==> src/rtl/exec_pkg.sv <==
// Shared constants for the EX stage: ALU opcodes, forwarding selects and flag bit positions.
package exec_pkg;
  localparam logic [3:0] OP_ADD = 4'd0,  OP_ADC = 4'd1,  OP_SUB = 4'd2,  OP_SBB = 4'd3;
  localparam logic [3:0] OP_AND = 4'd4,  OP_OR  = 4'd5,  OP_XOR = 4'd6,  OP_NOT = 4'd7;
  localparam logic [3:0] OP_SHL = 4'd8,  OP_SHR = 4'd9,  OP_ASR = 4'd10, OP_ROL = 4'd11;
  localparam logic [3:0] OP_ROR = 4'd12, OP_PASS = 4'd13, OP_INC = 4'd14, OP_DEC = 4'd15;

  localparam logic [1:0] FWD_RF = 2'b00, FWD_EX = 2'b01, FWD_DM = 2'b10, FWD_WB = 2'b11;

  // flags_ex is packed {Z,N,C,V}
  localparam int F_Z = 3;
  localparam int F_N = 2;
  localparam int F_C = 1;
  localparam int F_V = 0;
endpackage

==> src/rtl/execute_stage_alu_core.sv <==
// Combinational ALU: one shared adder serves all add/subtract ops, with result, carry and overflow.
module alu_core
  import exec_pkg::*;
#(
  parameter int WIDTH = 8,
  parameter int OP_W  = 4
) (
  input  logic [WIDTH-1:0] a,
  input  logic [WIDTH-1:0] b,
  input  logic             cin,
  input  logic [OP_W-1:0]  op,
  output logic [WIDTH-1:0] result,
  output logic             c,
  output logic             v
);
  localparam int M = WIDTH - 1;

  logic [WIDTH-1:0] add_b;
  logic             add_ci;
  logic             arith;
  logic [WIDTH:0]   sum;

  // Subtracts are a + ~b + cin, so C=1 means no borrow.
  always_comb begin
    add_b  = b;
    add_ci = 1'b0;
    arith  = 1'b1;
    case (op)
      OP_ADD: ;
      OP_ADC: add_ci = cin;
      OP_SUB: begin add_b = ~b; add_ci = 1'b1; end
      OP_SBB: begin add_b = ~b; add_ci = cin;  end
      OP_INC: add_b = WIDTH'(1);
      OP_DEC: begin add_b = ~WIDTH'(1); add_ci = 1'b1; end
      default: arith = 1'b0;
    endcase
  end

  assign sum = {1'b0, a} + {1'b0, add_b} + {{WIDTH{1'b0}}, add_ci};

  always_comb begin
    result = sum[M:0];
    c      = 1'b0;
    v      = 1'b0;
    if (arith) begin
      c = sum[WIDTH];
      v = (a[M] == add_b[M]) && (sum[M] != a[M]);
    end else begin
      case (op)
        OP_AND:  result = a & b;
        OP_OR:   result = a | b;
        OP_XOR:  result = a ^ b;
        OP_NOT:  result = ~a;
        OP_SHL:  begin result = {a[M-1:0], 1'b0}; c = a[M]; end
        OP_SHR:  begin result = {1'b0, a[M:1]};   c = a[0]; end
        OP_ASR:  begin result = {a[M], a[M:1]};   c = a[0]; end
        OP_ROL:  begin result = {a[M-1:0], a[M]}; c = a[M]; end
        OP_ROR:  begin result = {a[0], a[M:1]};   c = a[0]; end
        default: result = b;
      endcase
    end
  end
endmodule

==> src/rtl/execute_stage.sv <==
// EX pipeline stage: operand forwarding, ALU, flag register and EX/DM pipeline registers.
module execute_stage
  import exec_pkg::*;
#(
  parameter int WIDTH = 8,
  parameter int OP_W  = 4
) (
  input  logic             clk,
  input  logic             reset,
  input  logic [WIDTH-1:0] a_in,
  input  logic [WIDTH-1:0] b_in,
  input  logic [WIDTH-1:0] imm_in,
  input  logic             imm_sel_in,
  input  logic [OP_W-1:0]  alu_op_in,
  input  logic [1:0]       fwd_a_sel,
  input  logic [1:0]       fwd_b_sel,
  input  logic [WIDTH-1:0] ans_dm,
  input  logic [WIDTH-1:0] ans_wb,
  input  logic             mem_rw_in,
  input  logic             mem_en_in,
  input  logic             mem_mux_sel_in,
  input  logic             flag_en_in,
  input  logic             stall,
  input  logic             flush,
  output logic [WIDTH-1:0] ans_ex,
  output logic [WIDTH-1:0] DM_data,
  output logic             mem_rw_ex,
  output logic             mem_en_ex,
  output logic             mem_mux_sel_dm,
  output logic [3:0]       flags_ex
);
  logic [WIDTH-1:0] opa, opb, alu_b, alu_res;
  logic             alu_c, alu_v;
  logic [3:0]       flags_nxt;

  function automatic logic [WIDTH-1:0] fwd_mux(input logic [1:0] sel, input logic [WIDTH-1:0] rf,
                                               input logic [WIDTH-1:0] ex, input logic [WIDTH-1:0] dm,
                                               input logic [WIDTH-1:0] wb);
    case (sel)
      FWD_EX:  return ex;
      FWD_DM:  return dm;
      FWD_WB:  return wb;
      default: return rf;
    endcase
  endfunction

  assign opa   = fwd_mux(fwd_a_sel, a_in, ans_ex, ans_dm, ans_wb);
  assign opb   = fwd_mux(fwd_b_sel, b_in, ans_ex, ans_dm, ans_wb);
  assign alu_b = imm_sel_in ? imm_in : opb;

  alu_core #(.WIDTH(WIDTH), .OP_W(OP_W)) u_alu (
    .a(opa), .b(alu_b), .cin(flags_ex[F_C]), .op(alu_op_in),
    .result(alu_res), .c(alu_c), .v(alu_v)
  );

  always_comb begin
    flags_nxt      = '0;
    flags_nxt[F_Z] = (alu_res == '0);
    flags_nxt[F_N] = alu_res[WIDTH-1];
    flags_nxt[F_C] = alu_c;
    flags_nxt[F_V] = alu_v;
  end

  // Flush beats stall; flags are never cleared by a flush.
  always_ff @(posedge clk or negedge reset) begin
    if (!reset) begin
      ans_ex         <= '0;
      DM_data        <= '0;
      mem_rw_ex      <= 1'b0;
      mem_en_ex      <= 1'b0;
      mem_mux_sel_dm <= 1'b0;
      flags_ex       <= '0;
    end else if (flush) begin
      ans_ex         <= '0;
      DM_data        <= '0;
      mem_rw_ex      <= 1'b0;
      mem_en_ex      <= 1'b0;
      mem_mux_sel_dm <= 1'b0;
    end else if (!stall) begin
      ans_ex         <= alu_res;
      DM_data        <= opb;
      mem_rw_ex      <= mem_rw_in;
      mem_en_ex      <= mem_en_in;
      mem_mux_sel_dm <= mem_mux_sel_in;
      if (flag_en_in) flags_ex <= flags_nxt;
    end
  end
endmodule
==> config.mk <==
export PLATFORM = sky130hd
export DESIGN_NAME = execute_stage
export DESIGN_NICKNAME = d
export VERILOG_FILES = /design/src/rtl/exec_pkg.sv /design/src/rtl/execute_stage_alu_core.sv /design/src/rtl/execute_stage.sv
export SDC_FILE = /design/constraint.sdc
export NUM_CORES = 1
export LEC_CHECK = 0
export ABC_CLOCK_PERIOD_IN_PS = 9000
export BUFFER_PORTS_ARGS = -buffer_cell sky130_fd_sc_hd__buf_2
export CAP_MARGIN = 25
export CORE_MARGIN = 4
export CORE_UTILIZATION = 57
export DETAILED_ROUTE_END_ITERATION = 8
export PLACE_DENSITY_LB_ADDON = 0.2
export SYNTH_ARGS = -nofsm -noshare
export SYNTH_HDL_FRONTEND = slang
export SYNTH_HIERARCHICAL = 1
export SYNTH_SLANG_ARGS = --single-unit
==> constraint.sdc <==
create_clock -name clk -period 9 [get_ports clk]
set_input_delay 0.45 -clock clk [delete_from_list [all_inputs] [get_ports clk]]
set_output_delay 0.45 -clock clk [all_outputs]
set_load 0.05 [all_outputs]
# Yosys cells after proc, flatten, opt, wreduce, memory -nomap -nowiden
# Index checks and enable logic that the tools add are counted.
# word_totals
mem_bits_rw,0
n_memories,0
input_bits,57
wordCells,69
latchBits,0
reg_bits,23
mem_bits_ro,0
# op_classes
n_addsub,2
n_reduce_logical,10
shifts,0
n_lt_le_gt_ge,0
eq_ne,23
bitwise,7
mux,21
n_div,0
n_mul,0
# ops
operator,n
one-hot mux 8 bit (3 select lines),3
one-hot mux 8 bit (9 select lines),1
2-to-1 mux 8 bit,6
"equality test 4 bit, second input constant",7
"equality test 4 x 3 -> 1 bit, second input constant",4
NOT 8 bit,2
adder 8 x 8 -> 9 bit,1
adder 9 x 1 -> 9 bit,1
2-to-1 mux 1 bit,9
bitwise AND 8 bit,1
"equality test 2 bit, second input constant",4
"equality test 4 x 2 -> 1 bit, second input constant",2
zero test 8 bit,1
bitwise OR 8 bit,1
OR reduction 2 bit,4
bitwise XOR 8 bit,1
OR reduction 6 bit,1
"equality test 2 x 1 -> 1 bit, second input constant",2
"equality test 4 x 1 -> 1 bit, second input constant",1
zero test 4 bit,1
one-hot mux 1 bit (2 select lines),2
AND reduction 3 bit,1
OR reduction 3 bit,1
"inequality test 2 x 1 -> 1 bit, second input constant",1
other kinds (4),5

# Depth between registers and ports, before layout
# logic_depth
ltp_word,10
ltp_mapped,16
depth_no_buf,15

# Modules after synthesis
# The synthesis kept the hierarchy.
# by_module_without_submodules
mod,cells_each,seq_area_each_um2,area_per_inst_um2,n_inst
alu_core,233,0.0,1607.8,1
execute_stage,103,575.6,1407.6,1

# Worst setup path before layout
# No wires, ideal clock.
# synth_path
path_kind,input port to flip-flop
startpoint,in fwd_b_sel[0]
endpoint,reg flags_ex[3]
path_slack_ns,5.346
t_arrival_ns,3.578
t_required_ns,8.924
path_stages,15
path_cell_list,buf_6 > mux4_2 > mux2_2 > inv_1 > a22oi_1 > fa_1 > fa_1 > a21o_1 > o21ba_2 > o22a_1 > xnor2_1 > o2bb2ai_1 > nor4_1 > nand3_1 > o21ai_1
# synth_via
elab_chain_len,9
elab_cells_between_ends,15
cone_classes,add/sub: 2; eq/ne: 3; mux: 5; bitwise: 4; reduce/logical: 1
# synth_lines
element,line_no,source
from (decl),execute_stage.sv:16,"input logic [1:0] fwd_b_sel,"
equality test 2 bit or equality test 2 x 1 -> 1 bit (tied branches),execute_stage.sv:39,case (sel)
one-hot mux 8 bit (3 select lines) (*),execute_stage.sv:39,
2-to-1 mux 8 bit (*),execute_stage.sv:49,assign alu_b = imm_sel_in ? imm_in : opb;
net alu_b[0],execute_stage.sv:32,"logic [WIDTH-1:0] opa, opb, alu_b, alu_res;"
NOT 8 bit,"execute_stage_alu_core.sv:31, execute_stage_alu_core.sv:32",
one-hot mux 8 bit (3 select lines) (*),execute_stage_alu_core.sv:28,case (op)
adder 8 x 8 -> 9 bit (*),execute_stage_alu_core.sv:39,"assign sum = {1'b0, a} + {1'b0, add_b} + {{WIDTH{1'b0}}, add_ci};"
adder 9 x 1 -> 9 bit (*),execute_stage_alu_core.sv:39,
2-to-1 mux 8 bit (*),execute_stage_alu_core.sv:45,if (arith) begin
net alu_res[6],execute_stage.sv:32,
zero test 8 bit (*),execute_stage.sv:58,flags_nxt[F_Z] = (alu_res == '0);
to (signal assigned),execute_stage.sv:85,if (flag_en_in) flags_ex <= flags_nxt;
to (decl),execute_stage.sv:30,output logic [3:0] flags_ex
# The timed path passes the listed nets; every way through them passes the cells marked *.
# A chain may end at the register's enable or synchronous reset.

# Worst setup path in the final report
# Same ends and word-level chain as after synthesis.

==> key figures <==
Setup path
  • Crit Path Class: in2reg
  • Cells along the critical path: buf_2 > mux4_2 > mux2_2 > inv_1 > a22oi_1 > fa_1 > fa_1 > a21o_1 > o21ba_2 > o22a_1 > xnor2_1 > o2bb2ai_1 > nor4_1 > nand3_1 > o21ai_1
  • Crit Path Max Fanout: 8
  • CP Launch Type: primary input
  • Req. time, crit path: 9200 ps
  • Arrival time at the worst endpoint: between 4000 and 5000 ps
  • Critical-path top delay cell: mux4_2
  • Largest stage delay, worst path: 550 ps
  • CP endpoint kind: register
  • Most common cell on crit path: fa_1

STA
  • Max_slew headroom: 48.41%
  • RSZ-0062 raised after global routing: no
  • Pins Over Slew Limit: 0
  • Final setup viols: 0
  • Tmin final: 3838 ps
  • Measured slew at the worst slew-check pin: 773.9 ps
  • Maximum clock rate: approximately 260 MHz
  • Worst setup margin: 5162 ps
  • Period utilisation layout: between 40% and 50%
  • Endpoints failing hold: 0
  • Max Clock Skew: 4.735 ps
  • Setup TNS: 0 ps

Finish
  • Synth-to-Final Area Change: 12.28%
  • Fin util: between 60% and 70%
  • Antenna Cells: 0
  • Final Net Count: approximately 480
  • Final std cells w/o fill: between 400 and 500
  • Share of layout cells above drive strength 1: 30.46%

Floorplanning
  • Die area: 0.006518 mm²
  • Cell row count: 26
  • Placeable core area: 0.005107 mm²
  • Die height: 80.74 µm
  • Initial cell density of the core: between 50 and 60%
  • Die X: 80.74 µm
  • I/O pin total: 80

Detailed routing
  • Via Count: 2,972
  • 1st-pass router iterations: 5
  • Detailed Route WL: 8.611 mm
  • First-iteration detailed-routing DRC count: around 290
  • Vias per cell: roughly 6.4
  • ANT nets after route: 0
  • Routed wire per std cell: 18.56 µm
  • DRC: 0

CTS
  • Clk sinks: 23
  • Clk_lat worst skew: ~270 ps
  • CTS tree: yes
  • CTS Buf Count: 3
  • Root Buffer: clkbuf_8
  • Hold Buf Count CTS: 0
  • H-tree depth: 1
  • Longest Clk Path Bufs: 2
  • Cts repair resizes: 0
  • Clock slew at the register clock pins of the worst setup and hold paths: 80 ps
  • Setup Fix Bufs, Post-CTS: 0

Synthesis
  • Ys flop type: dfrtp_1
  • Synth Instances: roughly 340
  • Sequential fraction of the synthesis area: between 10% and 20%
  • Synth Net Count: 419
  • Post-synth EDFFs: 0
  • Mapped Area: 0.003015 mm²
  • Register bit total from synthesis: 23
  • Yosys warnings: 6
  • Asr flop ratio synth: 100.0%
  • Post-Syn Area per Cell: 8.974 µm²
  • Distinct cells, synth: 57

Global route
  • First-pass GRT wire length: 13.77 mm
  • Number of global-route vias before repair: 2,718
  • GRT overflow: 0
  • Gr usage total: 27.39%
  • Largest net degree at the start of global routing: 46
  • Initial antenna violation count: 0

Pwr
  • Pwr dens: 135.2 mW/mm²
  • Peak VDD IR: 0.08893 mV
  • Leakage: 1.643 nW

Outcome
  • Outcome: finished clean

Placed design
  • Dpl hpwl: about 6.6 mm
  • Dpl cells: 460
  • PortBufs: about 80
  • Placer congestion estimate: between 0.9 and 1
  • DP Worst Slack: 4943 ps

Hold path
  • Min-delay worst type: in2async

Job
  • Maxcap violations: 0
[sequential cells by signal (all words and copies together), names as in the netlist]
name,flops
DM_data,8
ans_ex,8
flags_ex,4
mem_en_ex,1
mem_mux_sel_dm,1
mem_rw_ex,1
[where the power goes]
group          internal (mW)  leakage, nW  switching (mW)
Clock                 0.0310       0.0255          0.0364
Combinational          0.100         1.31           0.166
Sequential             0.115        0.305         0.00983
Total                  0.246         1.64           0.212
[kinds of logic (layout without fill, tap and decap cells)]
| kind of cell | count (synthesis) | after routing | synth area share, % |
|---|---|---|---|
| buf+inv | 45 | 103 | 7.759 |
| simple gates | 74 | 74 | 11.25 |
| xor+xnor | 8 | 8 | 2.324 |
| compound gates | 107 | 107 | 23.53 |
| mux | 53 | 53 | 24.77 |
| flops | 23 | 23 | 19.09 |
| fa+ha+maj | 26 | 26 | 11.29 |
[cell usage in the layout (no fill, tap or decap), types with 3 or more instances in the layout]
cell type	instances
buf_2	79
mux2i_1	24
a31oi_1	4
o22a_1	4
ha_1	24
nand3_1	3
o21ai_0	25
a22oi_1	5
mux2_1	3
a22o_1	9
xnor2_1	6
a211oi_1	5
mux4_2	16
mux2_2	10
nor3_1	4
dfrtp_1	23
nor2_2	3
o211ai_1	5
a21oi_1	17
o22ai_1	4
nor2_1	28
clkbuf_8	3
nand2_1	23
o32ai_1	3
inv_1	18
o21ai_1	9
[cells in the mapped netlist, types with 3 or more instances]
cell type / count / area [µm²]
nor2_2: 3 / 18.77
buf_4: 4 / 30.03
o211ai_1: 5 / 37.54
dfrtp_1: 23 / 575.6
a211oi_1: 5 / 37.54
a21oi_1: 17 / 85.08
o21ai_0: 25 / 125.1
a31oi_1: 4 / 25.02
o32ai_1: 3 / 26.28
inv_1: 18 / 67.56
mux2_2: 10 / 112.6
mux2_1: 3 / 33.78
nor3_1: 4 / 20.02
mux4_2: 16 / 360.4
buf_2: 10 / 50.05
buf_6: 5 / 56.30
ha_1: 24 / 300.3
a22o_1: 9 / 78.83
mux2i_1: 24 / 240.2
nand3_1: 3 / 15.01
a22oi_1: 5 / 37.54
nand2_1: 23 / 86.33
o22a_1: 4 / 35.03
o21ai_1: 9 / 45.04
nor2_1: 28 / 105.1
o22ai_1: 4 / 25.02
clkbuf_1: 4 / 15.01
xnor2_1: 6 / 52.55
[worst max-delay path: cells and delay by family]
kind | cells | cell delay, ps
AO/OA/AOI/OAI | 6 | 900
adder cells (fa/ha/maj) | 2 | 900
multiplexers | 2 | 860
AND/OR/NAND/NOR | 2 | 410
buffers and inverters | 2 | 340
XOR/XNOR | 1 | 160
[final timing paths]
kind,depth (start not counted),endpoint,slack (ps),start
hold reg to reg,1,flags_ex[0],490,flags_ex[0]
hold / removal,1,flags_ex[1],150,reset
setup reg to reg,14,flags_ex[3],5240,ans_ex[0]
setup / recovery,15,flags_ex[3],5160,fwd_b_sel[0]
max in group asynchronous,1,DM_data[5],8500,reset
min in group clk,3,mem_rw_ex,420,mem_rw_in
[cell type report]
cell class	count	area (µm²)
tap	70	87.58
sequential	23	575.6
clock inverter	1	5.005
inverter	20	75.07
timing repair buffer	79	395.4
clock buffer	3	41.29
multi-input combinational	268	2206
fill	431	1722
[per-stage QoR]
stage          hold slack, ps  total power, mW  instance area [µm²]
5_1_grt                 167.7           0.4884                 3386
2_1_floorplan           154.4           0.3228                 3015
3_3_place_gp            454.2           0.3813                 3339
4_1_cts                 159.8           0.4550                 3386
6_report                145.3           0.4578                 3386
3_5_place_dp            457.7           0.3870                 3339
[layer usage]
layer	vias up	GRT usage, %	share of wire [%]	wire length, µm
li1	1378	-	-	-
met1	1394	38.35	43	3711
met2	170	43.21	46	3945
met3	30	2.993	7.4	638
met4	0	11.66	3.7	315
met5	-	0	0	0
Note: power is estimated with default switching activity, not from simulation.
